**src/rtl/mem_arb_pkg.sv**
```systemverilog
// Shared types for the unified-memory port arbiter.
// State encoding and grant identifiers.
package mem_arb_pkg;

    typedef enum logic [1:0] {
        ST_IDLE   = 2'd0,
        ST_ACCESS = 2'd1,
        ST_RESP   = 2'd2
    } arb_state_t;

    localparam logic GNT_IF = 1'b0;
    localparam logic GNT_D  = 1'b1;

endpackage

```
**src/rtl/rr_pick2.sv**
```systemverilog
// Two-way round-robin picker, purely combinational.
// Ports: req[1:0] in, last in, grant out, valid out.
module rr_pick2
    import mem_arb_pkg::*;
(
    input  logic [1:0] req,
    input  logic       last,
    output logic       grant,
    output logic       valid
);

    always_comb begin
        valid = |req;
        grant = GNT_IF;
        unique case (1'b1)
            (req == 2'b11): grant = ~last;
            (req == 2'b10): grant = GNT_D;
            default:        grant = GNT_IF;
        endcase
    end

endmodule

```
**src/rtl/mem_port_arbiter.sv**
```systemverilog
// Arbitrates the shared memory between the IF and D ports.
// Ports: clk, reset(active-low sync), IF/D req-ack ports, mem_* side.
module mem_port_arbiter
    import mem_arb_pkg::*;
#(
    parameter int ADDR_W      = 32,
    parameter int DATA_W      = 32,
    parameter int MEM_BYTES   = 256,
    parameter int WAIT_CYCLES = 1
) (
    input  logic              clk,
    input  logic              reset,
    input  logic              if_req,
    input  logic [ADDR_W-1:0] if_addr,
    output logic              if_ack,
    output logic              if_err,
    output logic [DATA_W-1:0] if_rdata,
    input  logic              d_req,
    input  logic              d_we,
    input  logic [ADDR_W-1:0] d_addr,
    input  logic [DATA_W-1:0] d_wdata,
    output logic              d_ack,
    output logic              d_err,
    output logic [DATA_W-1:0] d_rdata,
    output logic [ADDR_W-1:0] mem_address,
    output logic [DATA_W-1:0] mem_writeData,
    output logic              mem_memRead,
    output logic              mem_memWrite,
    input  logic [DATA_W-1:0] mem_memData
);

    localparam int CW = (WAIT_CYCLES > 0) ? $clog2(WAIT_CYCLES + 1) : 1;
    localparam logic [ADDR_W-1:0] MAX_A = ADDR_W'(MEM_BYTES - 4);
    localparam logic [CW-1:0] CNT_INIT = CW'(WAIT_CYCLES);

    arb_state_t state, state_n;

    logic              last_grant;
    logic              gnt;
    logic [ADDR_W-1:0] a_q;
    logic              we_q;
    logic [DATA_W-1:0] wd_q;
    logic              err_q;
    logic [CW-1:0]     cnt;
    logic [DATA_W-1:0] if_rd_q;
    logic [DATA_W-1:0] d_rd_q;

    logic              pick_gnt;
    logic              pick_vld;
    logic [ADDR_W-1:0] sel_addr;
    logic              sel_we;
    logic              sel_err;
    logic              last_beat;
    logic              in_acc;
    logic              in_resp;

    rr_pick2 u_pick (
        .req   ({d_req, if_req}),
        .last  (last_grant),
        .grant (pick_gnt),
        .valid (pick_vld)
    );

    always_comb begin
        sel_addr  = (pick_gnt == GNT_D) ? d_addr : if_addr;
        sel_we    = (pick_gnt == GNT_D) & d_we;
        sel_err   = sel_addr > MAX_A;
        last_beat = (cnt == '0);
    end

    always_comb begin
        state_n = state;
        unique case (state)
            ST_IDLE: begin
                if (pick_vld)
                    state_n = sel_err ? ST_RESP : ST_ACCESS;
            end
            ST_ACCESS: begin
                if (last_beat)
                    state_n = ST_RESP;
            end
            ST_RESP: state_n = ST_IDLE;
            default: state_n = ST_IDLE;
        endcase
    end

    always_ff @(posedge clk) begin
        if (!reset) begin
            state      <= ST_IDLE;
            last_grant <= GNT_D;
            gnt        <= GNT_IF;
            a_q        <= '0;
            we_q       <= 1'b0;
            wd_q       <= '0;
            err_q      <= 1'b0;
            cnt        <= '0;
            if_rd_q    <= '0;
            d_rd_q     <= '0;
        end else begin
            state <= state_n;
            unique case (state)
                ST_IDLE: begin
                    if (pick_vld) begin
                        gnt        <= pick_gnt;
                        last_grant <= pick_gnt;
                        a_q        <= sel_addr;
                        we_q       <= sel_we;
                        wd_q       <= (pick_gnt == GNT_D) ? d_wdata : '0;
                        err_q      <= sel_err;
                        cnt        <= CNT_INIT;
                        // Out-of-range loads return zero data.
                        if (sel_err && !sel_we) begin
                            if (pick_gnt == GNT_D)
                                d_rd_q <= '0;
                            else
                                if_rd_q <= '0;
                        end
                    end
                end
                ST_ACCESS: begin
                    if (!last_beat) begin
                        cnt <= cnt - 1'b1;
                    end else if (!we_q) begin
                        if (gnt == GNT_D)
                            d_rd_q <= mem_memData;
                        else
                            if_rd_q <= mem_memData;
                    end
                end
                default: ;
            endcase
        end
    end

    always_comb begin
        in_acc        = (state == ST_ACCESS);
        in_resp       = (state == ST_RESP);
        mem_address   = in_acc ? a_q : '0;
        mem_writeData = in_acc ? wd_q : '0;
        mem_memRead   = in_acc & ~we_q;
        // Single write strobe, on the last access beat only.
        mem_memWrite  = in_acc & we_q & last_beat;
        if_ack        = in_resp & (gnt == GNT_IF);
        d_ack         = in_resp & (gnt == GNT_D);
        if_err        = if_ack & err_q;
        d_err         = d_ack & err_q;
        if_rdata      = if_rd_q;
        d_rdata       = d_rd_q;
    end

endmodule

```
**config.mk**
```make
export PLATFORM = sky130hd
export DESIGN_NAME = mem_port_arbiter
export DESIGN_NICKNAME = d
export VERILOG_FILES = /design/src/rtl/mem_arb_pkg.sv /design/src/rtl/rr_pick2.sv /design/src/rtl/mem_port_arbiter.sv
export SDC_FILE = /design/constraint.sdc
export NUM_CORES = 1
export LEC_CHECK = 0
export BUFFER_PORTS_ARGS = -buffer_cell sky130_fd_sc_hd__buf_2
export CAP_MARGIN = 40
export CORE_MARGIN = 10
export CORE_UTILIZATION = 52
export DETAILED_ROUTE_END_ITERATION = 10
export GPL_TIMING_DRIVEN = 1
export PLACE_DENSITY_LB_ADDON = 0.12
export REMOVE_ABC_BUFFERS = 1
export SLEW_MARGIN = 0
export SYNTH_ARGS = -nofsm -noshare
export SYNTH_HDL_FRONTEND = slang
export SYNTH_SLANG_ARGS = --single-unit
```
**constraint.sdc**
```tcl
create_clock -name clk -period 4.4 [get_ports clk]
set_input_delay 0.22 -clock clk [delete_from_list [all_inputs] [get_ports clk]]
set_output_delay 0.22 -clock clk [all_outputs]
set_load 0.1 [all_outputs]
```
==> results of run 1 <==
-- tightest hold or removal path, cell delays in order --
cell,delay (ns)
sky130_fd_sc_hd__buf_2,0.07
sky130_fd_sc_hd__a22oi_1,0.05
sky130_fd_sc_hd__nor2b_1,0.10
-- state kept, by name (all words and copies together), names as in the netlist --
| name | count |
|---|---|
| cnt | 1 |
| err_q | 1 |
| a_q | 32 |
| wd_q | 32 |
| if_rdata | 32 |
| last_grant | 1 |
| state | 2 |
| we_q | 1 |
| d_rdata | 32 |
| gnt | 1 |
-- synth_stat cells, drive strengths merged --
master  count  share of area [%]
a21bo       1               0.16
or2         1               0.10
nor4       12                1.2
inv         2               0.12
o21ai      69                5.5
buf        16                1.3
a31oi       1               0.10
and3       64                6.4
o211a      34                5.4
a21boi      1               0.12
or3b        1               0.18
nand4       6               0.60
dfxtp     135                 43
a22oi      33                4.0
o22ai       1               0.10
nand2      71                4.3
nor2b      35                3.5
a21oi      66                5.3
and2       66                6.6
nand3      34                2.8
clkbuf     52                3.2
and2b       1               0.12
or2b        1               0.12
o32ai       2               0.88
o211ai      2               0.24
nor2       75                4.5
-- final cells by class --
class	instances	area, um^2
timing repair buffer	280	1450
fill	1064	3670
tap	147	184
antenna	1	2.50
multi-input combinational	577	3290
clock inverter	9	123
inverter	2	7.51
sequential	135	2700
clock buffer	23	478
-- kinds of logic after synthesis --
family,Yosys count
flops,135
compound gates,210
buf+inv,70
simple gates,367
-- metal layers --
metal	global-route usage [%]	wire length [um]	up-vias
met5	0	0	-
met4	6.61	268	0
met3	7.38	1640	20
met2	37.1	9620	227
met1	27.8	8360	2936
li1	-	-	3202
-- power groups by stage --
stage / combinational, W / sequential (W) / clock (W)
floorplan: 0.000189 / 0.00131 / 0
global placement: 0.000327 / 0.00132 / 0
detailed placement: 0.000337 / 0.00132 / 0
CTS: 0.000339 / 0.00129 / 0.00145
global route: 0.000378 / 0.00130 / 0.00151
finish: 0.000338 / 0.00129 / 0.00143
-- metrics by stage --
step	hold slack, ns	cells	cell area [um^2]	total power (W)
6_report	0.0722	1174	8240	0.00307
5_1_grt	0.0656	1174	8240	0.00319
4_1_cts	0.0584	1173	8240	0.00309
3_5_place_dp	0.479	1141	7640	0.00166
3_3_place_gp	0.471	1139	7610	0.00165
2_1_floorplan	0.282	714	5970	0.00150
-- worst max path at each step --
stage                                  to  slack (ns)  depth (start not counted)
final                     mem_address[23]        1.58                          4
after global routing      mem_address[24]        1.41                          4
after CTS                 mem_address[23]        1.56                          4
after detailed placement  mem_address[23]        2.01                          4
after global placement        d_rdata[28]        1.94                          6
after floorplan            mem_address[0]        0.15                          2
-- placed cells by master, fill, tap and decap left out, types with 33 or more instances in the layout --
cell type,netlist,routed
sky130_fd_sc_hd__and2_1,66,66
sky130_fd_sc_hd__dfxtp_1,135,135
sky130_fd_sc_hd__o211a_1,34,34
sky130_fd_sc_hd__o21ai_1,52,50
sky130_fd_sc_hd__buf_2,16,265
sky130_fd_sc_hd__a21oi_1,66,66
sky130_fd_sc_hd__and3_1,64,64
sky130_fd_sc_hd__nor2_1,75,73
sky130_fd_sc_hd__a22oi_1,33,33
sky130_fd_sc_hd__nand3_1,33,33
sky130_fd_sc_hd__nand2_1,71,71
sky130_fd_sc_hd__nor2b_1,35,34
==> impl_metrics.ini, run 1 <==
[sta]
max_freq_mhz = 354
layout_min_cycle_time_ns = 2.82
worst_slack_ns = 1.58
worst_slew_pin_slew_ns = 0.854
timing.final.max_slew_violations = 0
fin_crit_sh_pct = 64.1
finalSetupViolCount = 0
setup_repair_after_global_routing_missed_its_margin = false
timing.slew.headroom_pct = 43.0
hold_viol = 0
totalNegativeSetupSlack_ns = 0
fin_skew_ns = 0.00501

[cts]
cts.repair_timing.setup_buffer_count = 0
insertion_delay_ns = 0.41
cts.path.max_buffers = 2
cts_sinks = 135
cts-resized-gates = 0
tritoncts = built
clock_tree.root_cell = sky130_fd_sc_hd__clkbuf_16
inserted_clock_buffers = 17
cts.htree.levels = 4
hold_buffer_count_at_cts = 0
clk_pin_slew_ns = 0.05

[min_path]
min_from = d_wdata[10]
hold_path_end = wd_q[10]
hold_depth = 3
timing.hold.worst.class = input port to register

[placement]
globalplace.congestion = 0.846
dp_slack_ns = 2.01
numPortBuffers = 266
place_hpwl_um = 14200

[power]
power_leakage_nw = 4.39
switching_share_pct = 23.7
power_frac_comb_pct = 11.0
pwr-share-clk_pct = 46.8
power.net_switching_w = 0.000727
vdd.ir_drop.worst_v = 0.000187
pwr_density_cell_mw_per_mm2 = 372
internal-power_w = 0.00234
share_seq_of_total_power_pct = 42.2

[global_route]
remaining_global_route_overflow = 0
grt_start_max_net_pins = 83
grt.total_usage_pct = 22.6
grt_first_pass_wirelength_um = 31000
vias_in_the_first_global_route = 6195
initial_antenna_violation_count = 1

[synth]
synth_simple_gate_area_share_pct = 30.4
post_synth_mux_area_share_pct = 0
synth_warnings = 0
number_of_library_cell_types_mapped_by_synthesis = 29
postSynthRegisterBits = 135
seq_area_frac_synth_pct = 43.2
synth_adder_area_share_pct = 0
synth_top_family_by_area = simple AND/OR/NAND/NOR gates
synth_area_mm2 = 0.00626
synthesis.instances = 782
yosys.area_share.xor_xnor_pct = 0
synth_compound_gate_area_share_pct = 21.8
syn_area_per_cell_um2 = 8.00

[drt]
antenna_violating_nets_post_route = 0
route.final.wire_length_um = 19900
drt-vias-per-instance = 5.44
first_iter_violations = 536
detailroute.via_count = 6385
wl_per_cell_um = 16.9
drt-pass1-iter-count = 5
remaining_routing_drc_violations = 0

[final_layout]
final_core_util_pct = 69.2
finalNetCount = 1146
drive_above_1_share_pct = 31.3
areaGrowthSynthToFinish_pct = 31.8

[setup_path]
crit-reg2reg-launch = state[0]
cpLargestDelayFamily = simple AND/OR/NAND/NOR gates
critical_path.max_fanout = 46
path_class = register to output pin
timing.rr.end = d_rdata[11]
crit_path_start = state[0]
crit_chain = nor2b_4 -> buf_4 -> and2_1 -> buf_2
reg2reg_depth = 7
crit_buf_inv = 2
worstPathRequired_ns = 4.18
cp_slowest_cell = sky130_fd_sc_hd__nor2b_4
cp-start-kind = register
worst_setup_path_end_kind = output pin
worst-endpoint-arrival_ns = 2.60
slowest_cell_delay_on_critical_path_ns = 0.75
timing.reg2reg.setup_slack_ns = 2.07

[die]
top_level_ports = 267
area_of_the_core_mm2 = 0.0119
floorplan.rows = 40
initial_core_util_pct = 52.5
die_h_um = 130
floorplan.die.width_um = 130
die-area_mm2 = 0.0168

[job]
drv_cap = 0

[status]
status = finished, final reports clean
Note: power is estimated with default switching activity, not from simulation.
==> inputs of run 2 (changes only) <==
CORE_UTILIZATION = 48   (was 52)
clock period = 2.8 ns   (was 4.4 ns; I/O delays follow)
==> run 2 against run 1 <==
Effect of this change:
- cell area grew 3.6%
- combinational power grew 68%
- total power increased by 54%
- cell count is 4.3% higher
- highest routed layer unchanged
- critical path depth unchanged
- sequential share of layout area decreased by 1.1 points
- register-to-register slack worse by 1.4 ns
- non-clock buffer count rose by 32
- count of clock-buffer cells in the layout is 1 lower
==> impl_metrics.ini, run 2 (same netlist as run 1, synthesis figures left out) <==
[cts]
clk_pin_slew_ns = 0.05
inserted_clock_buffers = 17
cts.htree.levels = 4
cts-resized-gates = 0
clock_tree.root_cell = sky130_fd_sc_hd__clkbuf_16
cts.repair_timing.setup_buffer_count = 0
cts.path.max_buffers = 2
cts_sinks = 135
hold_buffer_count_at_cts = 28
insertion_delay_ns = 0.41
tritoncts = built

[die]
top_level_ports = 267
die_h_um = 134
floorplan.rows = 41
die-area_mm2 = 0.0180
floorplan.die.width_um = 134
area_of_the_core_mm2 = 0.0127
initial_core_util_pct = 49.4

[sta]
max_freq_mhz = 420
timing.final.max_slew_violations = 0
setup_repair_after_global_routing_missed_its_margin = false
layout_min_cycle_time_ns = 2.38
fin_skew_ns = 0.00866
fin_crit_sh_pct = 85.1
worst_slew_pin_slew_ns = 0.799
timing.slew.headroom_pct = 46.8
hold_viol = 0
finalSetupViolCount = 0

[final_layout]
finalNetCount = 1178
final_core_util_pct = 67.4
final_cell_mix = sky130_fd_sc_hd__buf_2, sky130_fd_sc_hd__dfxtp_1, sky130_fd_sc_hd__nor2_1, sky130_fd_sc_hd__nand2_1
final_common_cell = sky130_fd_sc_hd__buf_2
antenna_cells = 0
multi_input_area_mm2 = 0.00329
final-seq-area_mm2 = 0.00270
final_cell_area_mm2 = 0.00854
n_fill_cell = 1132
areaGrowthSynthToFinish_pct = 36.5
drive_above_1_share_pct = 30.5

[setup_path]
worstPathRequired_ns = 2.66
crit_buf_inv = 2
critical_path.max_fanout = 75
crit_chain = nor2b_4 -> buf_12 -> and2_1 -> buf_2
worst_setup_path_end_kind = output pin
path_class = register to output pin
slowest_cell_delay_on_critical_path_ns = 0.46
cpLargestDelayFamily = buffers and inverters
worst-endpoint-arrival_ns = 2.24
cp_slowest_cell = sky130_fd_sc_hd__nor2b_4
cp-start-kind = register

[status]
status = finished, final reports clean

[placement]
numPortBuffers = 266
place_hpwl_um = 14500
placed_cell_area_mm2 = 0.00771
globalplace.congestion = 0.849

[global_route]
grt.total_usage_pct = 21.6
grt_first_pass_wirelength_um = 32300
remaining_global_route_overflow = 0
vias_in_the_first_global_route = 6299
grt_start_max_net_pins = 89
initial_antenna_violation_count = 0

[power]
internal-power_w = 0.00359
pwr_density_cell_mw_per_mm2 = 552
share_seq_of_total_power_pct = 43.3
power.net_switching_w = 0.00112
switching_share_pct = 23.8
pwr-share-clk_pct = 44.7
power_frac_comb_pct = 12.1
vdd.ir_drop.worst_v = 0.000322
power_leakage_nw = 4.51

[drt]
routed-wl-met3_um = 1540
drt-vias-per-instance = 5.29
wl_per_cell_um = 16.9
met1_length_um = 9010
antenna_violating_nets_post_route = 0
routed.top_layer = met4
first_iter_violations = 437
met2_length_um = 9770
detailroute.via_count = 6477
remaining_routing_drc_violations = 0
route.final.wire_length_um = 20800
drt-pass1-iter-count = 5

[job]
drv_cap = 0

[min_path]
timing.hold.worst.class = input port to register
==> run 2: power by group through the flow <==
stage	Sequential [W]	Clock, W	Combinational, W
6_report	0.00204	0.00211	0.000569
3_3_place_gp	0.00207	0	0.000532
5_1_grt	0.00205	0.00222	0.000632
2_1_floorplan	0.00206	0	0.000297
4_1_cts	0.00204	0.00215	0.000569
3_5_place_dp	0.00208	0	0.000535
==> run 2: routing by layer <==
layer | up-vias | track usage, %
met5 | - | 0
met4 | 0 | 7.38
met3 | 32 | 6.68
met2 | 246 | 34.6
met1 | 2937 | 26.8
li1 | 3262 | -
==> run 2: cell type report <==
type / count / share of cell area, %
inverters: 2 / 0.0879
repair buffers: 312 / 20.8
clock buffers: 22 / 5.55
flip-flops and latches: 135 / 31.6
well taps: 172 / 2.52
multi-input cells: 577 / 38.6
clock inverters: 5 / 0.879
==> run 2: through the flow <==
stage | setup WS [ns] | setup TNS (ns) | cells | hold WS [ns] | power (W)
2_1_floorplan | -1.37 | -165.11 | 714 | 0.202 | 0.00236
3_3_place_gp | 0.741 | 0 | 1170 | 0.399 | 0.00261
3_5_place_dp | 0.660 | 0 | 1170 | 0.405 | 0.00261
4_1_cts | 0.416 | 0 | 1225 | 0.00104 | 0.00475
5_1_grt | 0.286 | 0 | 1225 | 0.0172 | 0.00490
6_report | 0.417 | 0 | 1225 | 0.0170 | 0.00471
==> run 2: final timing paths <==
kind,start,end,slack (ns),cells past startpoint
min reg2reg,a_q[10],a_q[10],0.49,1
min,d_wdata[29],wd_q[29],0.02,3
max,state[0],mem_writeData[26],0.42,4
max reg2reg,state[0],d_rdata[14],0.63,7
==> run 2: worst reg2reg max path, stage by stage, from the launching register on <==
cell and delay, ns:
sky130_fd_sc_hd__dfxtp_1 0.42, sky130_fd_sc_hd__or3b_4 0.46, sky130_fd_sc_hd__o32ai_4 0.21, sky130_fd_sc_hd__buf_4 0.34
sky130_fd_sc_hd__nand2_1 0.09, sky130_fd_sc_hd__buf_4 0.26, sky130_fd_sc_hd__nor2_1 0.17, sky130_fd_sc_hd__a21oi_1 0.08
